File: src/rtl/scan_mux_seq.sv
// scan_mux_seq
// Registered N-to-1 multiplexer of W-bit channels with two operating modes:
//   - manual: the external select picks the channel on every edge
//   - scan:   an internal pointer walks the channels, holding each one for
//             dwell+1 cycles, and pulses wrap when it comes back round
//
// Ports:
//   clk      rising-edge clock
//   rst_n    asynchronous active-low reset
//   din      packed channels, channel i = din[i*W +: W]
//   sel      manual-mode channel select
//   mode     0 = manual, 1 = scan
//   en       block enable (0 parks the block in IDLE)
//   dwell    scan hold time minus one, sampled only when the pointer reloads
//   y        registered selected data
//   ch       index of the channel currently on y
//   valid    y/ch hold a legal selection
//   wrap     one-cycle pulse when the scan pointer returns to a lower index
//   ch_mask  (only with SCAN_MUX_MASK_EN) 1 enables a channel for scanning
//
// Optional feature macro: SCAN_MUX_MASK_EN
//   Undefined: all N channels are scanned in order 0..N-1.
//   Defined:   scan skips channels whose ch_mask bit is 0; manual ignores it.

module scan_mux_seq #(
    parameter int N       = 8,
    parameter int W       = 1,
    parameter int DWELL_W = 4,
    localparam int SW     = $clog2(N)
) (
    input  logic               clk,
    input  logic               rst_n,
    input  logic [N*W-1:0]     din,
    input  logic [SW-1:0]      sel,
    input  logic               mode,
    input  logic               en,
    input  logic [DWELL_W-1:0] dwell,
`ifdef SCAN_MUX_MASK_EN
    input  logic [N-1:0]       ch_mask,
`endif
    output logic [W-1:0]       y,
    output logic [SW-1:0]      ch,
    output logic               valid,
    output logic               wrap
);

    typedef enum logic [1:0] {
        IDLE   = 2'd0,
        MANUAL = 2'd1,
        SCAN   = 2'd2
    } state_t;

    localparam logic [SW:0]   N_EXT = (SW+1)'(N);
    localparam logic [SW-1:0] LAST  = SW'(N-1);

    state_t               state_q, state_d;
    logic [W-1:0]         y_q, y_d;
    logic [SW-1:0]        ch_q, ch_d;
    logic                 valid_q, valid_d;
    logic                 wrap_q, wrap_d;
    logic [SW-1:0]        ptr_q, ptr_d;
    logic [DWELL_W-1:0]   cnt_q, cnt_d;

    // Scan-order helpers: the channel scan starts on, the channel that follows
    // the current pointer, whether that step wraps, and whether any channel
    // is eligible at all.
    logic                 any_en;
    logic [SW-1:0]        first_idx;
    logic [SW-1:0]        next_idx;
    logic                 next_wraps;
    logic                 sel_ok;

    // Channel extraction by comparison loop so that an index >= N (possible
    // when N is not a power of two) never produces an out-of-range select.
    function automatic logic [W-1:0] pick(input logic [N*W-1:0] d,
                                          input logic [SW-1:0]  idx);
        logic [W-1:0] r;
        r = '0;
        for (int i = 0; i < N; i++) begin
            if (idx == SW'(i)) r = d[i*W +: W];
        end
        return r;
    endfunction

`ifdef SCAN_MUX_MASK_EN
    // Masked scan order. The search runs from the farthest candidate down to
    // the nearest so the nearest enabled channel after ptr_q wins; offset N
    // lands back on ptr_q itself when it is the only enabled channel.
    always_comb begin
        any_en     = |ch_mask;
        first_idx  = '0;
        next_idx   = ptr_q;
        next_wraps = 1'b0;
        for (int i = N-1; i >= 0; i--) begin
            if (ch_mask[i]) first_idx = SW'(i);
        end
        for (int k = N; k >= 1; k--) begin
            if (ch_mask[(int'(ptr_q) + k) % N]) begin
                next_idx = SW'((int'(ptr_q) + k) % N);
            end
        end
        next_wraps = (next_idx <= ptr_q);
    end
`else
    // Unmasked scan order: plain 0..N-1 with wrap on the way back to 0.
    always_comb begin
        any_en     = 1'b1;
        first_idx  = '0;
        next_idx   = (ptr_q == LAST) ? '0 : ptr_q + SW'(1);
        next_wraps = (ptr_q == LAST);
    end
`endif

    assign sel_ok = ({1'b0, sel} < N_EXT);

    // Next-state and next-output logic. Outputs are registered, so every
    // branch describes what y/ch/valid/wrap will show after this edge.
    always_comb begin
        state_d = state_q;
        y_d     = y_q;
        ch_d    = ch_q;
        valid_d = 1'b0;
        wrap_d  = 1'b0;
        ptr_d   = ptr_q;
        cnt_d   = cnt_q;

        if (!en) begin
            // Parked: y/ch keep their last values for a downstream display.
            state_d = IDLE;
            ptr_d   = '0;
            cnt_d   = '0;
        end else if (!mode) begin
            state_d = MANUAL;
            ptr_d   = '0;
            cnt_d   = '0;
            ch_d    = sel;
            if (sel_ok) begin
                y_d     = pick(din, sel);
                valid_d = 1'b1;
            end else begin
                y_d     = '0;
            end
        end else begin
            state_d = SCAN;
            if (state_q != SCAN) begin
                // Entry: present the first channel on this very edge and
                // start its dwell with the dwell value seen now.
                ptr_d = first_idx;
                cnt_d = dwell;
                if (any_en) begin
                    y_d     = pick(din, first_idx);
                    ch_d    = first_idx;
                    valid_d = 1'b1;
                end else begin
                    y_d = '0;
                end
            end else if (!any_en) begin
                y_d = '0;
            end else if (cnt_q == '0) begin
                ptr_d   = next_idx;
                cnt_d   = dwell;
                wrap_d  = next_wraps;
                y_d     = pick(din, next_idx);
                ch_d    = next_idx;
                valid_d = 1'b1;
            end else begin
                // Still dwelling: keep following live din of this channel.
                cnt_d   = cnt_q - DWELL_W'(1);
                y_d     = pick(din, ptr_q);
                ch_d    = ptr_q;
                valid_d = 1'b1;
            end
        end
    end

    always_ff @(posedge clk or negedge rst_n) begin
        if (!rst_n) begin
            state_q <= IDLE;
            y_q     <= '0;
            ch_q    <= '0;
            valid_q <= 1'b0;
            wrap_q  <= 1'b0;
            ptr_q   <= '0;
            cnt_q   <= '0;
        end else begin
            state_q <= state_d;
            y_q     <= y_d;
            ch_q    <= ch_d;
            valid_q <= valid_d;
            wrap_q  <= wrap_d;
            ptr_q   <= ptr_d;
            cnt_q   <= cnt_d;
        end
    end

    assign y     = y_q;
    assign ch    = ch_q;
    assign valid = valid_q;
    assign wrap  = wrap_q;

endmodule

File: config.mk
export PLATFORM = sky130hd
export DESIGN_NAME = scan_mux_seq
export DESIGN_NICKNAME = d
export VERILOG_FILES = /design/src/rtl/scan_mux_seq.sv
export SDC_FILE = /design/constraint.sdc
export NUM_CORES = 1
export LEC_CHECK = 0
export ABC_AREA = 1
export CORE_MARGIN = 10
export CORE_UTILIZATION = 49
export DETAILED_ROUTE_END_ITERATION = 10
export GPL_ROUTABILITY_DRIVEN = 0
export HOLD_SLACK_MARGIN = 0.08
export PLACE_DENSITY = 0.81
export SLEW_MARGIN = 20
export SYNTH_ARGS = -nofsm -noshare
export SYNTH_HDL_FRONTEND = slang
export SYNTH_SLANG_ARGS = --single-unit
File: constraint.sdc
create_clock -name clk -period 1.91 [get_ports clk]
set_input_delay 0.382 -clock clk [delete_from_list [all_inputs] [get_ports clk]]
set_output_delay 0.382 -clock clk [all_outputs]
set_load 0.005 [all_outputs]
# ---- Word level (Yosys, flattened, before mapping)
# Cells that the tools add are included.
dict set report totals {
  regBits 15
  input_bits 19
  out_inout_bits 6
  word_cells 79
}
dict set report classes {
  add_sub_neg 2
  n_eq_ne 22
  mux 44
  n_reduce_logical 4
}
# cell n
set op_table {}
lappend op_table {{3-bit == test (second input constant)} 12}
lappend op_table {{1-bit two-way mux} 32}
lappend op_table {{3-bit by 2-bit == test with 1-bit output (second input constant)} 6}
lappend op_table {{3-bit two-way mux} 6}
lappend op_table {{4-bit two-way mux} 4}
lappend op_table {{3-bit by 1-bit == test with 1-bit output (second input constant)} 3}
lappend op_table {{3-bit logical NOT} 3}
lappend op_table {{4-bit logical NOT} 1}
lappend op_table {{2-bit two-way mux} 2}
lappend op_table {{4-bit by 1-bit subtractor with 4-bit output (second input constant)} 1}
lappend op_table {{3-bit by 1-bit adder with 3-bit output (second input constant)} 1}
lappend op_table {{2-bit != test (second input constant)} 1}

# ---- Logic depth before layout (Yosys ltp)
# Gate-level depths: netlist (run 1).
dict set report depth {
  word_depth 14
  depth_mapped 17
  mapped_depth_nobuf 17
}

# ---- Worst setup path after synthesis (run 1)
# OpenSTA, ideal clock, no wires.
dict set report synth_timing {
  path_kind {reg2reg}
  start {reg ptr_q[0]}
  end {reg y_q, in the netlist y}
  setup_time_ns 0.121
  arrival_time_ns 1.608
  t_required_ns 1.789
  slack_ns 0.181
  path_stages_with_launch 15
  n_path_buf 0
  period_less_slack_ns 1.729
  cell_sequence {dfrtp_1 > ha_1 > ha_1 > inv_1 > nand2_1 > o21ai_0 > inv_1 > nand2_1 > nand2_1 > nand2_1 > nand2_1 > nand2_1 > nand2_1 > nand2_1 > nand2_1}
}
dict set report synth_between {
  elab_chain_len 14
  word_cells_on_any_way 37
  cone_classes {add/sub: 1; eq/ne: 14; mux: 20; reduce/logical: 2}
}
# element line_no
set synth_rtl {}
lappend synth_rtl {{start, declared} 61} ;# logic [SW-1:0] ptr_q, ptr_d;
lappend synth_rtl {{start signal, assigned} 191} ;# ptr_q <= ptr_d;
lappend synth_rtl {{3-bit by 1-bit adder with 3-bit output / 3-bit == test (equally long branches)} {109, 80}}
lappend synth_rtl {{3-bit two-way mux} 109} ;# next_idx = (ptr_q == LAST) ? '0 : ptr_q + SW'(1);
lappend synth_rtl {{3-bit logical NOT} 80} ;# if (idx == SW'(i)) r = d[i*W +: W];
lappend synth_rtl {{1-bit two-way mux (8 in a row)} 80}
lappend synth_rtl {{1-bit two-way mux (*)} 159} ;# end else if (cnt_q == '0) begin
lappend synth_rtl {{1-bit two-way mux (*)} 145} ;# if (state_q != SCAN) begin
lappend synth_rtl {{1-bit two-way mux (*)} 132} ;# end else if (!mode) begin
lappend synth_rtl {{end signal, assigned} 187} ;# y_q <= y_d;
lappend synth_rtl {{end, declared} 57} ;# logic [W-1:0] y_q, y_d;
# Every way passes the cells marked *; elsewhere a longest branch is shown, timed or not.
# A chain may end at the register's enable or synchronous reset.

# ---- Final worst setup path (run 1)
# Ends and elaborated chain as after synthesis.

==> results.md, run 1 <==
* Top-area cell type share of the netlist area at 34.6%
* Vias post-DR at 1166
* Worst-case clock buffer depth at 2
* Root Buffer: clkbuf_4
* Post-synthesis net count at 180
* Routed WL per cell at 14.7 um
* CTS Hold Bufs at 0
* Number of H-tree levels at 1
* Input/output buffers at 24
* Die width at 67.1 um
* Max Cap Viol at 0
* Clk_lat worst skew at 0.30 ns
* Status: completed
* Critical Path Fanout Max at 6
* Final period util at 95.7%
* Leak pwr at 0.748 nW
* Starting Density at 53.1%
* Final WL at 3.16 mm
* Initial antenna violation count at 0
* Place WS at 0.0255 ns
* Final setup margin at 0.0826 ns
* Number of distinct library cells after synthesis at 23
* Num rows at 16
* Peak supply drop at 0.517 mV
* Core area at 2040 um^2
* Total clock buffers created by CTS at 3
* Mean area per synthesized cell at 7.14 um^2
* Die area at 4500 um^2
* # diodes at 0
* Met1 usage at 14.8%
* Total grt overflow at 0
* Vias/cell at 5.42
* Mapped Cells at 152
* Slew margin rel. at 79.2%
* P per Cell Area at 466 nW/um^2
* CTS Sinks at 15
* Area grow syn2layout at 42.8%
* Area contributors post-synth: dfrtp_1, nand2_1, ha_1
* Final Hold Fails at 0
* HPWL Detailed at 2.15 mm
* Met2 global-route usage at 22.0%
* Register area share after synthesis at 34.6%
* Die Y at 67.1 um
* Io pins at 25
* CTS tree: built
* Layout cell share with drive strength beyond 1 at 17.6%
* Drc violations at 0
* Unrepaired setup endpoints after global routing: yes
* Final Cell Area at 1550 um^2
* Largest net degree at the start of global routing at 16
* CP Capture Type: register
* Max Slew Vio Count at 0
* Post-layout util at 75.9%
* Fmax at 547 MHz
* Worst EP required at 2.10 ns
* Critical path arrival at 2.02 ns
* Minimum clock period at 1.83 ns
* Global route hottest layer: met2
* Worst-Margin Slew at 0.309 ns
* CTS clk-pin slew, worst paths at 0.10 ns
* Placed Area at 1370 um^2
* Setup CP Type: reg2reg
* Final Setup Violations at 0
* Seq cells post-synth at 15
* Final clock skew at 0.0105 ns
* Iteration-0 DRC Markers at 78
* First-pass DRT Iterations at 5
* Post-route ant nets at 0
* GRT Util Overall at 13.4%
* Setup_tns at 0 ns
* Synth Cell Area at 1080 um^2
* Syn. warnings at 0
* Tightest Hold Check Type: in2async
* Top cell type by total area after synthesis: dfrtp_1
* GR Util met3 at 4.35%
* Vias in the first global route at 1131
* Critical Path Source Type: register
* Global-route wire length before repair at 4.81 mm
* Nets at 217
==> area by class of cell <==
type	instances	area, um^2
sequential	15	378
multi-input combinational	107	679
timing repair buffer	33	315
clock inverter	1	5.00
fill	157	493
inverter	29	115
clock buffer	3	22.5
tap	27	33.8
==> stage by stage <==
stage	std cells	hold slack (ns)	power (mW)
final	215	0.382	0.722
after global routing	215	0.389	0.767
after CTS	208	0.387	0.717
after detailed placement	204	0.473	0.528
after global placement	204	0.469	0.526
after floorplan	152	0.0864	0.438
==> synthesized netlist by cell type <==
library cell,n
nand2_1,41
inv_1,25
dfrtp_1,15
nand3_1,12
o21ai_0,11
a21oi_1,10
ha_1,9
nor2_1,8
inv_2,4
a221o_1,2
nor3_1,2
xnor2_1,2
a21oi_2,1
a32oi_1,1
buf_2,1
mux2i_1,1
nand2_2,1
nand3b_1,1
nor2_4,1
nor4_1,1
nor4b_2,1
o21a_1,1
o21ai_1,1
==> path summary, 6_finish.rpt <==
path,start,end,slack [ns],cells past startpoint
setup / recovery,ptr_q[0],y,0.08,18
hold / removal,rst_n,ch[1],0.38,2
setup reg to reg,ptr_q[0],y,0.08,18
hold reg to reg,cnt_q[0],cnt_q[0],0.48,1
max in group asynchronous,rst_n,ptr_q[1],1.34,2
min in group clk,cnt_q[0],cnt_q[0],0.48,1
==> what timing repair did <==
item	4_1_cts	5_1_grt
setup buffers	0	7
hold endpoints to repair	0	0
gates resized for setup	0	20
endpoints found under the setup margin	0	1
==> where the power goes <==
part / total, mW / switching, mW / internal, mW
combinational: 0.191 / 0.0944 / 0.0964
clock: 0.187 / 0.109 / 0.0781
sequential: 0.344 / 0.00993 / 0.334
==> state kept, by name, indices dropped and copies added (netlist names) <==
name	cells
cnt_q	4
ch	3
ptr_q	3
state_q	2
valid	1
wrap	1
y	1
==> critical path: stages (launching register included) <==
cell and delay (ns):
dfrtp_1 0.41, buf_6 0.13, ha_4 0.17, ha_4 0.27, inv_4 0.04, nand2_1 0.05, nand2_1 0.05, nand3_1 0.07
nand2_1 0.06, nand2_1 0.05, nand2_1 0.05, nand2_1 0.05, nand2_1 0.05, nand2_1 0.05, nand2_1 0.05, nand2_1 0.06
nand2_1 0.05, nand2_1 0.05, nand2_1 0.04
==> layout by cell type, fill, tap and decap left out <==
master / n
buf_6: 2
nand2_1: 41
a32oi_1: 1
inv_2: 4
nand3_1: 11
o21ai_0: 10
clkdlybuf4s50_1: 24
dfrtp_2: 2
nor2_4: 1
inv_1: 23
ha_4: 6
clkinv_2: 1
buf_4: 7
clkinvlp_4: 1
nand3b_1: 1
mux2i_1: 1
o21ai_1: 2
xnor2_1: 2
nor4_1: 1
a221o_1: 2
a21oi_2: 2
inv_4: 1
dfrtp_1: 13
nand3_2: 1
o21a_1: 1
nand2_2: 1
nor4b_2: 1
clkbuf_4: 3
nor2_1: 8
ha_1: 3
a21oi_1: 9
nor3_1: 2
==> per-layer routing <==
metal / wire [um] / vias up
met5: 0 / -
met3: 255 / 11
li1: - / 558
met4: 78 / 0
met1: 1290 / 538
met2: 1530 / 59
==> logic make-up (layout without fill, tap and decap cells) <==
kind of cell / Yosys count / in the layout / share of synthesized area (%)
flip-flops: 15 / 15 / 34.6
AO/OA/AOI/OAI: 27 / 27 / 14.3
XOR/XNOR: 2 / 2 / 1.62
AND/OR/NAND/NOR: 68 / 68 / 27.7
adder cells (fa/ha/maj): 9 / 9 / 10.4
buffers and inverters: 30 / 66 / 10.5
multiplexers: 1 / 1 / 0.923
(Power assumes the default switching activity.)
==> run 2, diff against run 1 <==
CTS_CLUSTER_DIAMETER = 100   (was unset)
==> results of run 2 <==
The final DEF is identical to that of run 1; final timing and power are the same.
==> patch 1 (config.mk and constraints of run 2) <==
Encoding of `state_t`: now one-hot (3 bits for 3 states).
--- a/src/rtl/scan_mux_seq.sv
+++ b/src/rtl/scan_mux_seq.sv
@@ -46,6 +46,6 @@
 
-    typedef enum logic [1:0] {
-        IDLE   = 2'd0,
-        MANUAL = 2'd1,
-        SCAN   = 2'd2
+    typedef enum logic [2:0] {
+        IDLE   = 3'b001,
+        MANUAL = 3'b010,
+        SCAN   = 3'b100
     } state_t;
Check against the original RTL: no difference found for any inputs over 10 cycles, from zero or initial values and one cycle with rst_n low; not proved beyond that.
==> patch 1 against run 2 <==
Sequential cell count increased by 1. Global-route usage decreased by 0.96 points. Combinational power decreased by 13%. Cell area decreased by 0.40%. Wire length decreased by 9.0%. Synthesized area increased by 2.1%. Power decreased by 1.2%. Worst setup slack improved by 34 ps. Critical path type unchanged. Largest cell class unchanged. Highest routed layer unchanged.
==> patch 1: results (changes against run 2) <==
stage,metric,value,unit,change
outcome,status,completed,,
logic_synthesis,synth_compound_area_share,14.46,%,+0.16 points
finish,largest_reg_flops,4,,unchanged
global_routing,antenna_found_initial,0,,unchanged
route,via_per_inst,5.241,,-3.4%
clock_tree,clock_latency,280,ps,-20 ps
route,routed-wl-met3,163,µm,-36%
finish,nNetsFinal,213,,-1.8%
global_routing,met3_usage,3.140,%,-1.2 points
pwr,seq_cell_power,0.000366,W,+6.4%
route,drt_iter0_markers,92,,+18%
logic_synthesis,synth_commonest_cells,"41 x nand2_1, 24 x inv_1, 15 x dfrtp_1, 12 x nand3_1",,
worst_setup_path,crit_fanout,7,,+1
route,wl_met1,1201,µm,-6.7%
placed_design,pre_cts_ws,45.60,ps,+20.06 ps
sta,finClkSkew,11.43,ps,+0.9812 ps
placed_design,hpwl,2196,µm,+2.3%
finish,drive_gt1_share,16.85,%,-0.71 points
sta,fin_hold_ws,405.4,ps,+23.15 ps
route,dr.pass1.iters,4,,-1
pwr,swShare,26.67,%,-2.9 points
global_routing,grt_use_met1,13.57,%,-1.3 points
logic_synthesis,synthAdderAreaFrac,10.17,%,-0.21 points
pwr,peakVddDrop,441.9,µV,-14%
worst_setup_path,r2r_start,ptr_q[1],,
pwr,total_leakage_power,0.7261,nW,-2.9%
sta,fin_crit_sh,93.88,%,-1.8 points
logic_synthesis,synth.mux.area_fraction,0.9040,%,-0.019 points
global_routing,grt_start_max_net_pins,17,,+1
pwr,clk-power,0.000181,W,-3%
worst_setup_path,reg2reg_depth,17,,-1
worst_setup_path,r2r_slack,120,ps,+30 ps
placed_design,dpl_cell_area,1393,µm²,+1.7%
worst_setup_path,arrival,1960,ps,-60 ps
sta,worst_slew_pin_slew,336.2,ps,+27.07 ps
route,avgRoutedWirePerCell,13.55,µm,-7.7%
logic_synthesis,synthXorXnorAreaFrac,1.582,%,-0.033 points
pwr,powerComb,0.000167,W,-13%
logic_synthesis,synth.area.top_cells,"dfrtp_1 34%, nand2_1 14%, ha_1 10%, inv_1 8.1%, nand3_1 5.4%",,
global_routing,track_usage,12.44,%,-0.96 points
==> patch 1: cell count changes in the layout (fill, tap and decap cells not counted), sizes merged <==
cell,change
dfstp,+1
buf,-4
nor2,-1
clkinv,-1
nand2,+1
clkbuf,+1
inv,-2
a21oi,+1
==> patch 1: what timing repair did <==
action	CTS	global route
setup buffers	0	3
hold buffers	0	0
endpoints found under the setup margin	0	1
resized for setup	0	21
==> patch 1: worst max-delay path, stage by stage, from the launching register on <==
cell	delay [ps]
dfrtp_2	450
ha_4	190
ha_4	270
inv_4	50
nand2_1	50
nand2_1	60
nand3_1	70
nand2_1	60
nand2_1	60
nand2_1	50
nand2_1	50
nand2_1	40
nand2_1	50
nand2_1	50
nand2_1	50
nand2_1	40
nand2_1	50
nand2_1	40
==> patch 1: cell type report <==
class / instances / area [µm²]
Multi-Input combinational cell: 108 / 688.2
Fill cell: 177 / 648.1
Tap cell: 28 / 35.03
Sequential cell: 16 / 404.1
Timing Repair Buffer: 29 / 281.5
Clock buffer: 4 / 26.28
Inverter: 27 / 107.6
==> patch 2 (flow settings as in run 2) <==
Without the edit above. `N`: 8 -> 4.
--- a/src/rtl/scan_mux_seq.sv
+++ b/src/rtl/scan_mux_seq.sv
@@ -25,3 +25,3 @@
 module scan_mux_seq #(
-    parameter int N       = 8,
+    parameter int N       = 4,
     parameter int W       = 1,
Ports: changed (resized ch, din and sel); port bits go from 25 to 19. No check against the original RTL was run, so the function may have changed too.
==> patch 2 against run 2 <==
Sequential cell count down 2. Count of clock-buffer cells in the layout up 1. Critical path depth down 17. Power down 17%. Clock skew down 5.2 ps. Cell area down 34%. Synthesized area down 26%. Worst setup slack better by 310 ps. Wire length down 46%. Synthesized cell count down 36%. Highest routed layer unchanged.
==> patch 2: results (changes against run 2) <==
stage,metric,value,unit,change
pwr,peakVddDrop,447.2,µV,-13%
route,routed-wl-met3,88,µm,-65%
logic_synthesis,syn-num-nets,120,,-33%
logic_synthesis,synth_commonest_cells,"22 x nand2_1, 17 x inv_1, 13 x dfrtp_1, 8 x ha_1, 8 x nand3_1",,
clock_tree,clock_latency,270,ps,-30 ps
placed_design,portBuffers,18,,-25%
finish,drive_gt1_share,8.333,%,-9.2 points
global_routing,grt_start_max_net_pins,14,,-2
route,met2WireLength,870,µm,-43%
route,drt_iter0_markers,14,,-82%
sta,fin_hold_ws,467.3,ps,+84.96 ps
route,avgRoutedWirePerCell,12.52,µm,-15%
clock_tree,cts.clk_slew.worst_paths,80,ps,-20 ps
global_routing,use_met2,19.12,%,-2.9 points
pwr,total_leakage_power,0.5279,nW,-29%
outcome,status,completed,,
worst_setup_path,crit_fanout,2,,-4
route,vias,674,,-42%
route,wl_met1,736,µm,-43%
global_routing,track_usage,10.77,%,-2.6 points
logic_synthesis,synth.area.top_cells,"dfrtp_1 41%, ha_1 13%, nand2_1 10%, inv_1 8.0%, nand3_1 5.0%",,
sta,relSlewSlack,62.71,%,-16 points
logic_synthesis,synth_cell_type_count,19,,-17%
worst_setup_path,r2r_slack,610,ps,+530 ps
finish,nNetsFinal,143,,-34%
route,dr.pass1.iters,4,,-1
==> patch 2: changes by cell type after synthesis, moves of 3 or more <==
| cell | before | now |
|---|---|---|
| nand2_1 | 41 | 22 |
| inv_1 | 25 | 17 |
| o21ai_0 | 11 | 1 |
| nor2_1 | 8 | 4 |
| a21oi_1 | 10 | 7 |
| o21ai_1 | 1 | 4 |
| nand3_1 | 12 | 8 |
| inv_2 | 4 | 1 |
==> patch 2: cells by family after synthesis <==
kind of cell	count (synthesis)	synth area share, %
adders and majority gates	8	12.50
DFF	13	40.62
AOI/OAI and AO/OA	15	10.47
and+or+nand+nor	40	23.91
buffers and inverters	19	9.219
xor gates and xnor gates	3	3.282
==> patch 2: how the worst max path moves through the flow <==
stage,from,cells after the start,to
after floorplan,ptr_q[0],9,y
after global routing,ch[1],1,ch[1]
after global placement,en,7,y
final,y,1,y
after detailed placement,en,7,y
after CTS,y,1,y
==> patch 2: power breakdown <==
group	internal, W	switching (W)	total (W)
logic	0.0000686	0.0000678	0.000136
clock network	0.0000808	0.0000828	0.000164
registers	0.000290	0.00000862	0.000298
==> patch 2: through the flow <==
step                      power [W]  instance area, µm²  worst slack (ps)  cells
after CTS                 0.0006047                1027             384.7    136
after floorplan           0.0003759               800.8             711.7     98
final                     0.0005983                1027             393.4    136
after global placement    0.0004383                1001             351.8    132
after global routing      0.0006358                1027             354.3    136
after detailed placement  0.0004418                1001             350.8    132
==> patch 2: layout make-up <==
| class | count | share of cell area [%] |
|---|---|---|
| clock buffers | 4 | 2.558 |
| inverters | 19 | 7.186 |
| multi-input cells | 66 | 39.10 |
| flip-flops and latches | 13 | 31.67 |
| well taps | 16 | 1.949 |
| repair buffers | 18 | 17.54 |
